[src/rtl/stopwatch_pkg.sv]
// Shared types and constants for the stopwatch counter slice.
package stopwatch_pkg;

    typedef enum logic [1:0] {
        ST_STOP = 2'd0,
        ST_RUN  = 2'd1,
        ST_CLR  = 2'd2
    } state_t;

    localparam logic [1:0] CMD_RUN   = 2'b00;
    localparam logic [1:0] CMD_STOP  = 2'b01;
    localparam logic [1:0] CMD_CLEAR = 2'b10;
    localparam logic [1:0] CMD_MODE  = 2'b11;

    localparam int unsigned MAX_COUNT_DEFAULT = 9999;

    // Elaboration-time conversion of a 0..9999 value to four packed BCD digits.
    function automatic logic [15:0] to_bcd4(input int unsigned v);
        logic [15:0] r;
        r[15:12] = 4'((v / 1000) % 10);
        r[11:8]  = 4'((v / 100) % 10);
        r[7:4]   = 4'((v / 10) % 10);
        r[3:0]   = 4'(v % 10);
        return r;
    endfunction

endpackage

[src/rtl/bcd_digit_updown.sv]
// One BCD digit of an up/down ripple counter; carry/borrow feed the next digit.
module bcd_digit_updown (
    input  logic       clk,
    input  logic       rst,
    input  logic       clr,
    input  logic       load_max,
    input  logic [3:0] max_digit,
    input  logic       inc,
    input  logic       dec,
    output logic [3:0] digit,
    output logic       carry,
    output logic       borrow
);

    assign carry  = inc && (digit == 4'd9);
    assign borrow = dec && (digit == 4'd0);

    // Digit register: clear beats load beats step.
    always_ff @(posedge clk) begin
        if (!rst) begin
            digit <= '0;
        end else if (clr) begin
            digit <= '0;
        end else if (load_max) begin
            digit <= max_digit;
        end else if (inc) begin
            digit <= carry ? 4'd0 : digit + 4'd1;
        end else if (dec) begin
            digit <= borrow ? 4'd9 : digit - 4'd1;
        end
    end

endmodule

[src/rtl/stopwatch_count10000.sv]
// Run/stop/clear stopwatch counter, binary and 4-digit BCD, driven by a 10 Hz tick.
module stopwatch_count10000
    import stopwatch_pkg::*;
#(
    parameter int unsigned MAX_COUNT = MAX_COUNT_DEFAULT,
    parameter int unsigned CW        = 14
) (
    input  logic          clk,
    input  logic          rst,
    input  logic          i_tick,
    input  logic          i_cmd_valid,
    input  logic [1:0]    i_cmd,
    output logic          o_cmd_ready,
    output logic          o_enable,
    output logic          o_clear,
    output logic          o_up,
    output logic [CW-1:0] o_count,
    output logic [15:0]   o_bcd,
    output logic          o_wrap
);

    localparam logic [CW-1:0] MAX_CW  = CW'(MAX_COUNT);
    localparam logic [15:0]   MAX_BCD = to_bcd4(MAX_COUNT);

    state_t state_q, state_d;

    logic cmd_fire;
    logic clear_acc;
    logic mode_acc;
    logic tick_take;
    logic wrap_up;
    logic wrap_dn;
    logic digit_clr;
    logic [3:0] inc_c, dec_c, carry, borrow;
    logic unused_top;

    assign o_cmd_ready = (state_q != ST_CLR);
    assign o_enable    = (state_q == ST_RUN);

    assign cmd_fire  = i_cmd_valid && o_cmd_ready;
    assign clear_acc = cmd_fire && (i_cmd == CMD_CLEAR);
    assign mode_acc  = cmd_fire && (i_cmd == CMD_MODE);

    // A clear on the same edge drops the tick.
    assign tick_take = i_tick && (state_q == ST_RUN) && !clear_acc;
    assign wrap_up   = tick_take &&  o_up && (o_count == MAX_CW);
    assign wrap_dn   = tick_take && !o_up && (o_count == '0);

    // State register.
    always_ff @(posedge clk) begin
        if (!rst) begin
            state_q <= ST_STOP;
        end else begin
            state_q <= state_d;
        end
    end

    // Next-state decode from accepted commands.
    always_comb begin
        state_d = state_q;
        case (state_q)
            ST_STOP: begin
                if (cmd_fire) begin
                    if (i_cmd == CMD_RUN) state_d = ST_RUN;
                    else if (i_cmd == CMD_CLEAR) state_d = ST_CLR;
                end
            end
            ST_RUN: begin
                if (cmd_fire) begin
                    if (i_cmd == CMD_STOP) state_d = ST_STOP;
                    else if (i_cmd == CMD_CLEAR) state_d = ST_CLR;
                end
            end
            ST_CLR:  state_d = ST_STOP;
            default: state_d = ST_STOP;
        endcase
    end

    // Binary count, direction and one-cycle status pulses.
    always_ff @(posedge clk) begin
        if (!rst) begin
            o_count <= '0;
            o_up    <= 1'b1;
            o_clear <= 1'b0;
            o_wrap  <= 1'b0;
        end else begin
            o_clear <= clear_acc;
            o_wrap  <= wrap_up || wrap_dn;
            if (mode_acc) begin
                o_up <= ~o_up;
            end
            if (clear_acc || wrap_up) begin
                o_count <= '0;
            end else if (wrap_dn) begin
                o_count <= MAX_CW;
            end else if (tick_take) begin
                o_count <= o_up ? o_count + CW'(1) : o_count - CW'(1);
            end
        end
    end

    // BCD side follows the binary wrap decisions so both always agree,
    // even when MAX_COUNT is not all nines.
    assign digit_clr = clear_acc || wrap_up;
    assign inc_c     = {carry[2:0],  tick_take &&  o_up};
    assign dec_c     = {borrow[2:0], tick_take && !o_up};
    assign unused_top = carry[3] | borrow[3];

    for (genvar g = 0; g < 4; g++) begin : g_digit
        bcd_digit_updown u_digit (
            .clk       (clk),
            .rst       (rst),
            .clr       (digit_clr),
            .load_max  (wrap_dn),
            .max_digit (MAX_BCD[4*g +: 4]),
            .inc       (inc_c[g]),
            .dec       (dec_c[g]),
            .digit     (o_bcd[4*g +: 4]),
            .carry     (carry[g]),
            .borrow    (borrow[g])
        );
    end

endmodule

[config.mk]
export PLATFORM = sky130hd
export DESIGN_NAME = stopwatch_count10000
export DESIGN_NICKNAME = d
export VERILOG_FILES = /design/src/rtl/stopwatch_pkg.sv /design/src/rtl/bcd_digit_updown.sv /design/src/rtl/stopwatch_count10000.sv
export SDC_FILE = /design/constraint.sdc
export NUM_CORES = 1
export LEC_CHECK = 0
export CORE_ASPECT_RATIO = 2
export CORE_MARGIN = 2
export CORE_UTILIZATION = 50
export DETAILED_ROUTE_END_ITERATION = 16
export PLACE_DENSITY = 0.77
export SYNTH_ARGS = -nofsm -noshare
export SYNTH_HDL_FRONTEND = slang
export SYNTH_SLANG_ARGS = --single-unit
[constraint.sdc]
create_clock -name clk -period 2.35 [get_ports clk]
set_input_delay 0.5875 -clock clk [delete_from_list [all_inputs] [get_ports clk]]
set_output_delay 0.5875 -clock clk [all_outputs]
set_load 0.02 [all_outputs]
### After elaboration in Yosys (flattened, before gate mapping)

Cells that the tools add are included.

| storage, ports and cells | value |
|---|---|
| flip-flop bits (word level) | 35 |
| bits in latches | 0 |
| bits in writable memories | 0 |
| memory bits (read-only) | 0 |
| output and inout port bits | 35 |
| memories | 0 |

| operators by class | value |
|---|---|
| add/subtract/negate cells | 10 |
| multiply operators | 0 |
| divide/modulo/power cells | 0 |
| $lt $le $gt $ge | 0 |
| eq/ne operators | 12 |
| shift operators | 0 |
| multiplexer cells | 29 |
| bitwise operators | 2 |
| reductions and logical operators | 40 |

Operator list:

| kind | number |
|---|---|
| $mux W4 | 20 |
| $mux W14 | 3 |
| $logic_and A1 B1 Y1 | 17 |
| $add A4 B1 Y4 const B | 4 |
| $eq A4 B4 Y1 const B | 4 |
| $logic_not A4 Y1 | 4 |
| $sub A4 B1 Y4 const B | 4 |
| $add A14 B1 Y14 const B | 1 |
| $eq A14 B14 Y1 const B | 1 |
| $logic_not A14 Y1 | 1 |
| $sub A14 B1 Y14 const B | 1 |
| $reduce_bool A3 Y1 | 4 |
| $mux W2 | 5 |
| $reduce_bool A2 Y1 | 5 |
| $eq A2 B1 Y1 const B | 2 |
| $eq A2 B2 Y1 const B | 2 |
| $logic_not A2 Y1 | 2 |
| $ne A2 B2 Y1 const B | 2 |
| $pmux W2 S2 | 1 |
| $reduce_or A3 Y1 | 1 |
| $logic_not A1 Y1 | 2 |
| $logic_or A1 B1 Y1 | 2 |
| $ne A2 B1 Y1 const B | 1 |
| $not A1 Y1 | 2 |
| other kinds (2) | 2 |

### Logic depth before layout (Yosys ltp)

| depth | value |
|---|---|
| depth in word-level cells | 14 |
| gate-level depth with buffers | 10 |
| depth with buffers taken out | 8 |

### Cells and area by module

Synthesis repeated with hierarchy kept, for this count alone.

| second synthesis, totals | value |
|---|---|
| cells, all modules | 378 |
| area, all modules | 3295.7 µm² |

By module, submodules not included:

| module | instances | cells an instance | area an instance (µm²) | seq. area each (µm²) |
|---|---|---|---|---|
| bcd_digit_updown | 4 | 51 | 475.5 | 80.1 |
| stopwatch_count10000 | 1 | 174 | 1393.8 | 380.4 |

### Worst setup path before layout

Ideal clock, no wire load.

| timing | value |
|---|---|
| path type | register to register |
| start point | reg o_up |
| end point | reg o_count[13] |
| setup time | 0.079 ns |
| data arrival time | 2.402 ns |
| path slack | -0.132 ns |
| cell stages (with the launch flop) | 10 |
| cell sequence | dfxtp_1 buf_6 inv_1 ha_1 a21oi_1 o21a_1 or3_1 o21ai_0 or4_1 a211oi_2 |

| between the ends | value |
|---|---|
| longest elaborated chain between the ends | 4 |
| elaborated cells between the ends (all ways) | 11 |

Ends and longest elaborated chain:

| element | RTL line | source |
|---|---|---|
| from (decl) | stopwatch_count10000.sv:16 | `output logic o_up,` |
| from (signal assigned) | stopwatch_count10000.sv:90 | `o_up <= ~o_up;` |
| $logic_not A1 Y1 / $logic_and A1 B1 Y1 (equally long branches) | stopwatch_count10000.sv:47, stopwatch_count10000.sv:46 |  |
| $logic_and A1 B1 Y1, on equally long branches | stopwatch_count10000.sv:47, stopwatch_count10000.sv:46 |  |
| $logic_and A1 B1 Y1 / $logic_or A1 B1 Y1 (equally long branches) | stopwatch_count10000.sv:47, stopwatch_count10000.sv:92 |  |
| $mux W14 (tied with other cells) | stopwatch_count10000.sv:94 | `end else if (wrap_dn) begin` |
| to (signal assigned) | stopwatch_count10000.sv:97 | `o_count <= o_up ? o_count + CW'(1) : o_count - CW'(1);` |
| to (decl) | stopwatch_count10000.sv:17 | `output logic [CW-1:0] o_count,` |

Several ways; a longest one is shown, not always the timed one. The select of a mux whose other input is x is not followed.
A chain may end at the register's enable or synchronous reset.

### Final worst setup path

| timing | value |
|---|---|
| start point | reg o_up |
| end point | reg o_count[12] |

| between the ends | value |
|---|---|
| longest elaborated chain between the ends | 4 |
| elaborated cells between the ends (all ways) | 8 |

Ends and longest elaborated chain:

| element | RTL line |
|---|---|
| $logic_not A1 Y1 / $logic_and A1 B1 Y1 (equally long branches) | stopwatch_count10000.sv:47, stopwatch_count10000.sv:46 |
| $logic_and A1 B1 Y1, on equally long branches | stopwatch_count10000.sv:47, stopwatch_count10000.sv:46 |
| $logic_and A1 B1 Y1 / $logic_or A1 B1 Y1 (equally long branches) | stopwatch_count10000.sv:47, stopwatch_count10000.sv:92 |
| $reduce_or A3 Y1 (no line) | - |

Several ways; a longest one is shown, not always the timed one.

==> implementation parameters <==
Parameter                              Value

Placed design
  Routability congestion estimate    approximately 0.92
  Number of placed cells counting well taps    495
  Port Buffers    40
  Estimated wirelength of the detail-placed design    approximately 6800 µm

CTS
  Inserted Clock Buffers    5
  CTS H-Tree Depth    2
  Clock net sink count    35
  Cell chosen for the clock root    sky130_fd_sc_hd__clkbuf_16
  Clock Tree Buf Depth    2
  Skew-Pair Late Insertion Delay    290 ps
  Clock slew seen by the registers of the worst setup and hold paths    60 ps
  TritonCTS clock tree    done
  Count of hold buffers inserted by post-cts repair    0

Logic synthesis
  Avg Inst Size Synth    7.962 µm²
  Synth top area share    0.2385
  Combined area of all synthesized cells    about 3000 µm²
  Sequential element share of the synthesized area    0.2385
  Most used standard cell by instance count after synthesis    sky130_fd_sc_hd__nand2_1
  Most instantiated cells after synthesis    sky130_fd_sc_hd__nand2_1, sky130_fd_sc_hd__dfxtp_1, sky130_fd_sc_hd__a21oi_1
  Async set-or-reset flop fraction in the synthesized netlist    0
  Distinct cells, synth    72
  Instance count of the mapped netlist    between 300 and 400
  Main flop type after synthesis    sky130_fd_sc_hd__dfxtp_1
  Count of state elements after synthesis    35
  Top post-synthesis cells by area    sky130_fd_sc_hd__dfxtp_1, sky130_fd_sc_hd__ha_1, sky130_fd_sc_hd__a21oi_1
  Synth area leader    sky130_fd_sc_hd__dfxtp_1
  Synth warn    0
  Synthesized netlist net count    approximately 400
  Number of flops mapped to enable cells by yosys    0

Timing
  Slew at the pin closest to its max-slew limit    approximately 470 ps
  Minimum clock period    between 2000 and 2500 ps
  Post-Route Skew    a little under 5 ps
  Count of final max-slew check failures    0
  Setup repair after global routing missed its margin    false
  Final worst hold slack    between 400 and 500 ps
  Final setup viols    0
  Final period util    0.9568
  Final hold vios    0
  Fmax    ~440 MHz
  Worst slew margin relative to its limit    0.6821

Global routing
  Pin count of the biggest net entering global routing    19
  All-Layer GR Usage    0.2763
  Total global routing overflow    0
  Via count of the first global-routing pass    roughly 3200
  Global-route wire length before repair    between 10000 and 15000 µm
  Initial antenna violation count    0

Floorplan
  Overall die area    6542 µm²
  Die Width    58.20 µm
  Top-Level Pins    between 40 and 50
  Die height    112.4 µm
  Placeable Area    roughly 5700 µm²
  Placement Rows    39
  Starting utilization of the core area    0.5146

Hold path
  Worst Hold Path EP    o_count[4]
  Worst hold start    o_count[4]
  Worst hold path cell count    2
  Hold Crit Class    flip-flop to flip-flop

Layout
  Layout cells sized above 1    0.1765
  Synthesis-to-finish area growth    32.79%
  Number of nets in the layout    476
  Number of diodes    0
  Post-route non-filler standard cell count    503

Critical path
  Kind of end point of the critical path    flip-flop
  Category of the critical setup timing path    flip-flop to flip-flop
  Cell count of the worst reg-to-reg path    9
  Data arrival, critical path    roughly 2400 ps
  Worst setup slack for register-to-register paths    100 ps
  Startpoint of the most critical setup path    o_up
  R2R Path End    o_count[12]
  Required time reported for the critical path endpoint    approximately 2500 ps
  Startpoint kind of the worst setup timing path    flip-flop
  Reg-to-Reg Start    o_up
  Critical path fanouts, max    16

Routing
  Drt wl/cell    17.11 µm
  DR pass1 iterations    4
  Initial detailed-routing violation count    ~160
  Per-cell via count in the routed design    6.201
  Post-route antenna net violation count    0
  Via count of the routed design    a little over 3000
  Drc violations    0
  Overall routed net length    roughly 8600 µm

Power and ir drop
  Pwr dens    390.3 nW/µm²
  Cell leakage power    roughly 1.5 nW
  Max VDD drop    approximately 600 µV

Outcome
  Outcome    complete, no violations

Flow run
  Reported max-cap violation count    0
==> placed cells by master, fill, tap and decap left out, drive strengths merged, types with 3 or more instances in the layout <==
master         Yosys  routed
a31oi              5       5
mux2i              4       4
a211oi            10      10
a21o               6       6
a21oi             35      35
clkbuf             4       7
ha                28      28
o211ai             3       3
xnor2              5       5
or3                8       8
o21ai             19      19
nand4              8       8
nand3             18      18
o22ai              5       5
a21boi             3       3
xor2               6       6
o21bai             3       3
clkdlybuf4s50      0      40
nor4b              3       3
nor3b              4       4
inv               14      13
dfxtp             35      35
nor2              30      30
nand2             40      40
nand2b             4       4
nor3               8       8
buf               12      41
nor4               7       7
==> power breakdown <==
group	internal [W]	switching, W
Clock	0.000392	0.000258
Sequential	0.000605	0.0000219
Combinational	0.000117	0.000129
Total	0.00111	0.000409
==> area by class of cell <==
cell class	count	area (µm²)
sequential	35	704.4
fill	470	1808
inverter	14	56.30
clock inverter	1	5.005
tap	61	76.32
clock buffer	7	132.6
timing repair buffer	81	720.7
multi-input combinational	304	2206
==> cell families (layout without fill, tap and decap cells) <==
group | count (synthesis) | count (layout) | synth area share
AO/OA/AOI/OAI | 109 | 109 | 0.2436
flip-flops | 35 | 35 | 0.2385
multiplexers | 5 | 5 | 0.01746
adder cells (fa/ha/maj) | 29 | 29 | 0.1261
XOR/XNOR | 11 | 11 | 0.03279
AND/OR/NAND/NOR | 150 | 150 | 0.2922
buffers and inverters | 30 | 103 | 0.04940
==> timing repair <==
action / CTS / global route
endpoints found under the setup margin: 0 / 5
buffers inserted: 0 / 0
gates resized for setup: 0 / 2
==> stage by stage <==
stage	worst slack [ps]	utilization	instance area (µm²)	TNS [ps]	power [W]
floorplan	-3.193	-	3059	-3.193	0.0007929
global route	14.74	0.6833	3901	0	0.001569
global placement	-139.2	0.6575	3754	-1764	0.0008764
detailed placement	-169.6	0.6575	3754	-2396	0.0008818
finish	101.4	0.6833	3901	0	0.001523
CTS	101.7	0.6816	3891	0	0.001528
==> flip-flops by register name (all words and copies together), names as in the netlist <==
name	cells
state_q	2
o_count	14
o_up	1
g_digit.u_digit.digit	16
o_clear	1
o_wrap	1
==> worst max-delay path by stage <==
stage                                              to  slack, ps  cells after the start
final                                     o_count[12]        100                      9
after global routing                      o_count[12]         10                      9
after CTS                                 o_count[12]        100                      9
after detailed placement  g_digit[2].u_digit.digit[3]       -170                      9
after global placement    g_digit[2].u_digit.digit[3]       -140                      7
after floorplan                           o_count[13]         -3                      8
==> critical path, cell delays in order, from the launching register on <==
cell and delay, ps:
sky130_fd_sc_hd__dfxtp_4 350, sky130_fd_sc_hd__clkinvlp_4 100, sky130_fd_sc_hd__buf_12 170, sky130_fd_sc_hd__fa_2 420, sky130_fd_sc_hd__a211oi_2 330, sky130_fd_sc_hd__o21ai_1 180, sky130_fd_sc_hd__nand2_1 180, sky130_fd_sc_hd__nor4_1 70
sky130_fd_sc_hd__a211oi_1 220, sky130_fd_sc_hd__a21oi_1 90
==> metal layers <==
layer | global-route usage | routed length, µm | share of wire
met4 | 0.1643 | 432 | 0.050
met2 | 0.5318 | 4922 | 0.57
met5 | 0 | 0 | 0
met1 | 0.2531 | 2952 | 0.34
met3 | 0.04608 | 298 | 0.035
No activity file was read; power rests on OpenSTA's default activity.
